--- src/rtl/music_pkg.sv ---
// Shared note codes, frequency table and FSM encoding for the melody player.
// half_period() is evaluated only with constant arguments, so no divider is built.
package music_pkg;

    localparam logic [4:0] REST = 5'd0;
    localparam logic [4:0] L1 = 5'd1,  L2 = 5'd2,  L3 = 5'd3,  L4 = 5'd4;
    localparam logic [4:0] L5 = 5'd5,  L6 = 5'd6,  L7 = 5'd7;
    localparam logic [4:0] M1 = 5'd8,  M2 = 5'd9,  M3 = 5'd10, M4 = 5'd11;
    localparam logic [4:0] M5 = 5'd12, M6 = 5'd13, M7 = 5'd14;
    localparam logic [4:0] H1 = 5'd15, H2 = 5'd16, H3 = 5'd17, H4 = 5'd18;
    localparam logic [4:0] H5 = 5'd19, H6 = 5'd20, H7 = 5'd21;

    typedef enum logic [1:0] {
        ST_IDLE,
        ST_GAP,
        ST_TONE,
        ST_REST
    } state_t;

    // Tone frequency in Hz; 0 marks a rest or an unused code.
    function automatic int unsigned note_freq(input logic [4:0] code);
        case (code)
            L1: return 262;   L2: return 294;   L3: return 330;   L4: return 349;
            L5: return 392;   L6: return 440;   L7: return 494;
            M1: return 524;   M2: return 588;   M3: return 660;   M4: return 698;
            M5: return 784;   M6: return 880;   M7: return 988;
            H1: return 1046;  H2: return 1175;  H3: return 1318;  H4: return 1397;
            H5: return 1568;  H6: return 1760;  H7: return 1976;
            default: return 0;
        endcase
    endfunction

    function automatic int unsigned half_period(input logic [4:0] code,
                                                input int unsigned clk_freq);
        int unsigned f;
        f = note_freq(code);
        return (f == 0) ? 0 : clk_freq / (2 * f);
    endfunction

    function automatic logic is_tone(input logic [4:0] code);
        return (code != REST) && (code <= H7);
    endfunction

endpackage

--- src/rtl/note_rom.sv ---
// Melody ROM: one 5-bit note code per beat index, registered output.
module note_rom
    import music_pkg::*;
#(
    parameter int BEAT_W = 8
) (
    input  logic              clk,
    input  logic              rst,
    input  logic [BEAT_W-1:0] addr_i,
    output logic [4:0]        code_o
);

    logic [4:0] code_d;
    logic [4:0] code_q;

    always_comb begin
        code_d = REST;
        case (int'(addr_i))
            0:  code_d = REST;
            1:  code_d = M6;
            2:  code_d = M6;
            3:  code_d = M5;
            4:  code_d = M3;
            5:  code_d = H7;
            6:  code_d = H7;
            7:  code_d = H7;
            8:  code_d = H6;
            9:  code_d = L1;
            10: code_d = L5;
            25: code_d = 5'd25;
            default: code_d = REST;
        endcase
    end

    // NOTE: the song is a constant decode rather than a storage array, so only the
    // output register needs a reset value.
    always_ff @(posedge clk or posedge rst) begin
        if (rst) begin
            code_q <= REST;
        end else begin
            code_q <= code_d;
        end
    end

    assign code_o = code_q;

endmodule

--- src/rtl/tone_gen.sv ---
// Beat-indexed melody player: detects beat changes, fetches the note from note_rom
// and drives a 50% square wave, inserting a silent gap between repeated notes.
module tone_gen
    import music_pkg::*;
#(
    parameter int unsigned CLK_FREQ   = 50_000_000,
    parameter int unsigned GAP_CYCLES = 500_000,
    parameter int          BEAT_W     = 8,
    parameter int          DIV_W      = 18
) (
    input  logic              clk,
    input  logic              rst,
    input  logic              en,
    input  logic [BEAT_W-1:0] beat_cnt,
    output logic              beat_strobe,
    output logic [4:0]        note_code,
    output logic              note_valid,
    output logic              buzzer
);

    localparam int GAP_W = (GAP_CYCLES > 1) ? $clog2(GAP_CYCLES) : 1;
    localparam logic [GAP_W-1:0] GAP_LAST = GAP_W'(GAP_CYCLES - 1);

    if (64'(half_period(L1, CLK_FREQ)) >= (64'd1 << DIV_W)) begin : g_div_w_too_narrow
        $error("tone_gen: DIV_W cannot hold the longest half period");
    end

    logic [BEAT_W-1:0] beat_q;
    logic              beat_strobe_q;
    logic              note_load_q;
    logic [4:0]        prev_code_q;
    state_t            state_q,  state_d;
    logic [DIV_W-1:0]  div_q,    div_d;
    logic [GAP_W-1:0]  gap_q,    gap_d;
    logic              buzzer_q, buzzer_d;
    logic [DIV_W-1:0]  half_tab [32];
    logic [DIV_W-1:0]  half_cur;

    for (genvar g = 0; g < 32; g++) begin : g_half
        assign half_tab[g] = DIV_W'(half_period(5'(g), CLK_FREQ));
    end

    note_rom #(.BEAT_W(BEAT_W)) u_rom (
        .clk    (clk),
        .rst    (rst),
        .addr_i (beat_q),
        .code_o (note_code)
    );

    assign note_valid = is_tone(note_code);
    assign half_cur   = half_tab[note_code];

    // NOTE: every output of this block gets a default first, so no path can leave a
    // signal unassigned and infer a latch.
    always_comb begin
        state_d  = state_q;
        div_d    = div_q;
        gap_d    = gap_q;
        buzzer_d = buzzer_q;
        if (!en) begin
            state_d  = ST_IDLE;
            div_d    = '0;
            gap_d    = '0;
            buzzer_d = 1'b0;
        end else if (state_q == ST_IDLE || note_load_q) begin
            // A note entry always starts at phase 0; it also beats a divider toggle.
            div_d    = '0;
            gap_d    = '0;
            buzzer_d = 1'b0;
            if (!note_valid) begin
                state_d = ST_REST;
            end else if (state_q != ST_IDLE && note_code == prev_code_q) begin
                state_d = ST_GAP;
            end else begin
                state_d = ST_TONE;
            end
        end else begin
            case (state_q)
                ST_GAP: begin
                    if (gap_q == GAP_LAST) begin
                        state_d = ST_TONE;
                        gap_d   = '0;
                        div_d   = '0;
                    end else begin
                        gap_d = gap_q + 1'b1;
                    end
                end
                ST_TONE: begin
                    if (div_q == half_cur - 1'b1) begin
                        div_d    = '0;
                        buzzer_d = ~buzzer_q;
                    end else begin
                        div_d = div_q + 1'b1;
                    end
                end
                default: begin
                    div_d    = '0;
                    gap_d    = '0;
                    buzzer_d = 1'b0;
                end
            endcase
        end
    end

    // NOTE: sequential state uses non-blocking assignments so every register samples
    // the values from before the edge, independent of statement order.
    always_ff @(posedge clk or posedge rst) begin
        if (rst) begin
            beat_q        <= '0;
            beat_strobe_q <= 1'b0;
            note_load_q   <= 1'b0;
            prev_code_q   <= REST;
            state_q       <= ST_IDLE;
            div_q         <= '0;
            gap_q         <= '0;
            buzzer_q      <= 1'b0;
        end else begin
            beat_q        <= beat_cnt;
            beat_strobe_q <= (beat_cnt != beat_q);
            note_load_q   <= beat_strobe_q;
            if (beat_strobe_q) begin
                prev_code_q <= note_code;
            end
            state_q       <= state_d;
            div_q         <= div_d;
            gap_q         <= gap_d;
            buzzer_q      <= buzzer_d;
        end
    end

    assign beat_strobe = beat_strobe_q;
    assign buzzer      = buzzer_q;

endmodule

--- config.mk ---
export PLATFORM = sky130hd
export DESIGN_NAME = tone_gen
export DESIGN_NICKNAME = d
export VERILOG_FILES = /design/src/rtl/music_pkg.sv /design/src/rtl/note_rom.sv /design/src/rtl/tone_gen.sv
export SDC_FILE = /design/constraint.sdc
export NUM_CORES = 1
export LEC_CHECK = 0
export BUFFER_PORTS_ARGS = -buffer_cell sky130_fd_sc_hd__buf_4
export CORE_MARGIN = 1.5
export CORE_UTILIZATION = 65
export DETAILED_ROUTE_END_ITERATION = 10
export PLACE_DENSITY = 0.94
export REMOVE_ABC_BUFFERS = 1
export SLEW_MARGIN = 20
export SYNTH_ARGS = -nofsm -noshare
export SYNTH_HDL_FRONTEND = slang
export SYNTH_HIERARCHICAL = 1
export SYNTH_SLANG_ARGS = --single-unit
export TNS_END_PERCENT = 50
--- constraint.sdc ---
create_clock -name clk -period 9.1 [get_ports clk]
set_input_delay 1.82 -clock clk [delete_from_list [all_inputs] [get_ports clk]]
set_output_delay 1.82 -clock clk [all_outputs]
set_load 0.03 [all_outputs]
==> results.toml <==
[timing]
finalClockSkew_ns = 0.01000
hold_slack_ns = 0.4925
rsz0062_at_grt = "no"
slew_headroom_pct = 29.49
hold_viol = 0
worst_pin_slew_ns = 1.058
setup_viol = 0
setup_tns_ns = 0
setup_slack_ns = 4.396
min_period_ns = 4.704
min_period_over_period_pct = 51.69
fmax_mhz = 212.6
maxSlewViolCount = 0

[drt]
ant_nets = 0
first_pass_iters = 5
drt_iter0_markers = 540
wl_per_cell_um = 19.12
dr_total_vias = 4251
drt_wl_total_um = 12110
drc = 0
vias_per_cell = 6.716

[power]
power.density_nw_per_um2 = 132.5
leakagePower_nw = 2.050
irDropWorstVdd_v = 0.0001817

[clock_tree]
root_buffer = "clkbuf_8"
clock_sinks = 60
cts_tree = "done"
clk_pin_slew_ns = 0.07
clk_latency_ns = 0.35
post_cts_resized = 0
h-tree-depth = 3
clockBufferDepth = 2
cts_hold_buffers = 0
cts_made_buffers = 9
postCtsSetupRepairBufs = 0

[status]
status = "finished, final reports clean"

[worst_setup_path]
critical_path_class = "reg -> reg"
arrival_ns = 4.88
required_ns = 9.28
endpoint_kind = "flop"
path_max_fanout = 18
startpoint_type = "flop"

[grt]
grt_max_degree = 56
grt-ovfl-total = 0
grt_use_total_pct = 33.81
antenna_found_initial = 0
grt_first_pass_wirelength_um = 20050
first_global_vias = 4072

[floorplan]
die_x_um = 87.77
num_io_pins = 19
start_util_pct = 68.00
die-area_um2 = 7704
num_rows = 30
die_height_um = 87.77
coreArea_um2 = 6869

[cells_and_area]
final_area_um2 = 5064
drive_gt1_share_pct = 13.78
diodes = 0
final_util_pct = 73.72
nNetsFinal = 561
area_growth_pct = 8.412

[place]
place_ws_ns = 4.464
io_buffers = 18
place_area_um2 = 4812
gp_congestion = 0.9955
dp_hpwl_um = 7961

[synthesis]
yosysUniqueCellTypes = 80
yosysSeqAreaShare_pct = 32.15
synth-main-ff-cell = "dfrtp_1"
synth_edf_count = 0
ys_warn_count = 6
syn_area_um2 = 4671
synthArstFlopShare_pct = 100.0
avgSynthCellArea_um2 = 8.914
synth_seq_cells = 60
syn_inst = 524

[run]
maxCapViolCount = 0

[min_path]
hold_path.class = "reg -> reg"
-- flip-flops by register name, indices dropped and copies added, names as in the netlist --
name          count
prev_code_q       5
buzzer            1
beat_q            8
state_q           2
note_load_q       1
gap_q            19
div_q            18
u_rom/code_o      5
beat_strobe       1
-- Yosys cell counts, types with 4 or more instances --
master | number | area share [%]
o211ai_1 | 7 | 1.1
nand2_1 | 40 | 3.2
nand4_1 | 12 | 1.6
o31ai_1 | 6 | 0.96
or3_1 | 8 | 1.1
xor2_1 | 31 | 5.8
a211oi_2 | 8 | 2.1
a31oi_1 | 8 | 1.1
nor2b_1 | 14 | 1.9
ha_1 | 18 | 4.8
nor3_1 | 14 | 1.5
nor4_1 | 6 | 0.80
a211oi_1 | 13 | 2.1
nand3_1 | 21 | 2.3
clkbuf_1 | 9 | 0.72
nand2b_1 | 11 | 1.5
nand3b_1 | 4 | 0.64
nor2_1 | 35 | 2.8
xnor2_1 | 25 | 4.7
dfrtp_1 | 60 | 32
and2_1 | 5 | 0.67
o21ai_0 | 20 | 2.1
o41ai_1 | 5 | 0.94
mux2_2 | 6 | 1.4
a21oi_1 | 19 | 2.0
inv_1 | 17 | 1.4
a211o_1 | 4 | 0.75
and3_1 | 10 | 1.3
buf_2 | 9 | 0.96
-- kinds of logic after synthesis --
kind of cell	synth area share (%)
DFF	32.15
muxes	1.768
adders and majority gates	4.822
buffers and inverters	4.527
and+or+nand+nor	24.38
xor gates and xnor gates	10.50
AOI/OAI and AO/OA	21.86
-- cell usage in the layout (no fill, tap or decap), types with 7 or more instances in the layout --
cell type,Yosys,routed
a211oi_1,13,13
a211oi_2,8,8
a21oi_1,19,19
a31oi_1,8,8
and3_1,10,10
buf_4,2,22
clkbuf_8,0,11
dfrtp_1,60,60
ha_1,18,18
inv_1,17,16
nand2_1,40,40
nand2b_1,11,11
nand3_1,21,21
nand4_1,12,12
nor2_1,35,35
nor2b_1,14,14
nor3_1,14,14
o211ai_1,7,7
o21ai_0,20,20
or3_1,8,8
xnor2_1,25,25
xor2_1,31,31
-- worst max-delay path, cell delays in order, from the launching register on --
cell and delay (ns):
dfrtp_1 0.70, inv_1 0.28, ha_1 0.43, mux2_4 0.29, a32o_1 0.22, a21oi_1 0.12, ha_1 0.24, or4b_2 0.63
nor4_1 0.19, a21oi_1 0.07, o211ai_1 0.22, o211ai_1 0.16, and3b_1 0.78, a211oi_1 0.19
-- path summary, 6_finish.rpt --
check | start | end | cells after the start | slack (ns)
setup reg to reg | u_rom/code_o[1] | div_q[13] | 13 | 4.40
max in group asynchronous | rst | div_q[9] | 2 | 6.89
hold / removal | gap_q[18] | gap_q[18] | 1 | 0.49
setup / recovery | u_rom/code_o[1] | div_q[13] | 13 | 4.40
hold reg to reg | gap_q[18] | gap_q[18] | 1 | 0.49
min in group asynchronous | rst | u_rom/code_o[0] | 2 | 1.38
-- where the power goes --
group / leakage, nW / internal (W) / switching (W)
registers: 0.804 / 0.000270 / 0.00000574
clock network: 0.127 / 0.000197 / 0.000111
logic: 1.12 / 0.0000356 / 0.0000522
-- stage by stage --
| step | power, W | std cells |
|---|---|---|
| after floorplan | 0.0003430 | 499 |
| after global placement | 0.0003614 | 617 |
| after detailed placement | 0.0003647 | 617 |
| after CTS | 0.0006699 | 633 |
| after global routing | 0.0006863 | 633 |
| final | 0.0006708 | 633 |
-- routing by layer --
layer	track usage, %	up-vias	part of all wire [%]
met5	0	-	0
met4	12.84	0	2.5
met3	6.221	28	6.4
met2	57.53	218	51
met1	42.79	2053	40
li1	-	1952	-
-- layout make-up --
class	count	area, µm²
multi-input cells	421	2958
fillers	456	1805
repair buffers	22	165.2
flip-flops and latches	60	1501
clock buffers	12	155.1
inverters	18	68.82
clock inverters	4	95.09
well taps	96	120.1
No activity file was read; power rests on OpenSTA's default activity.
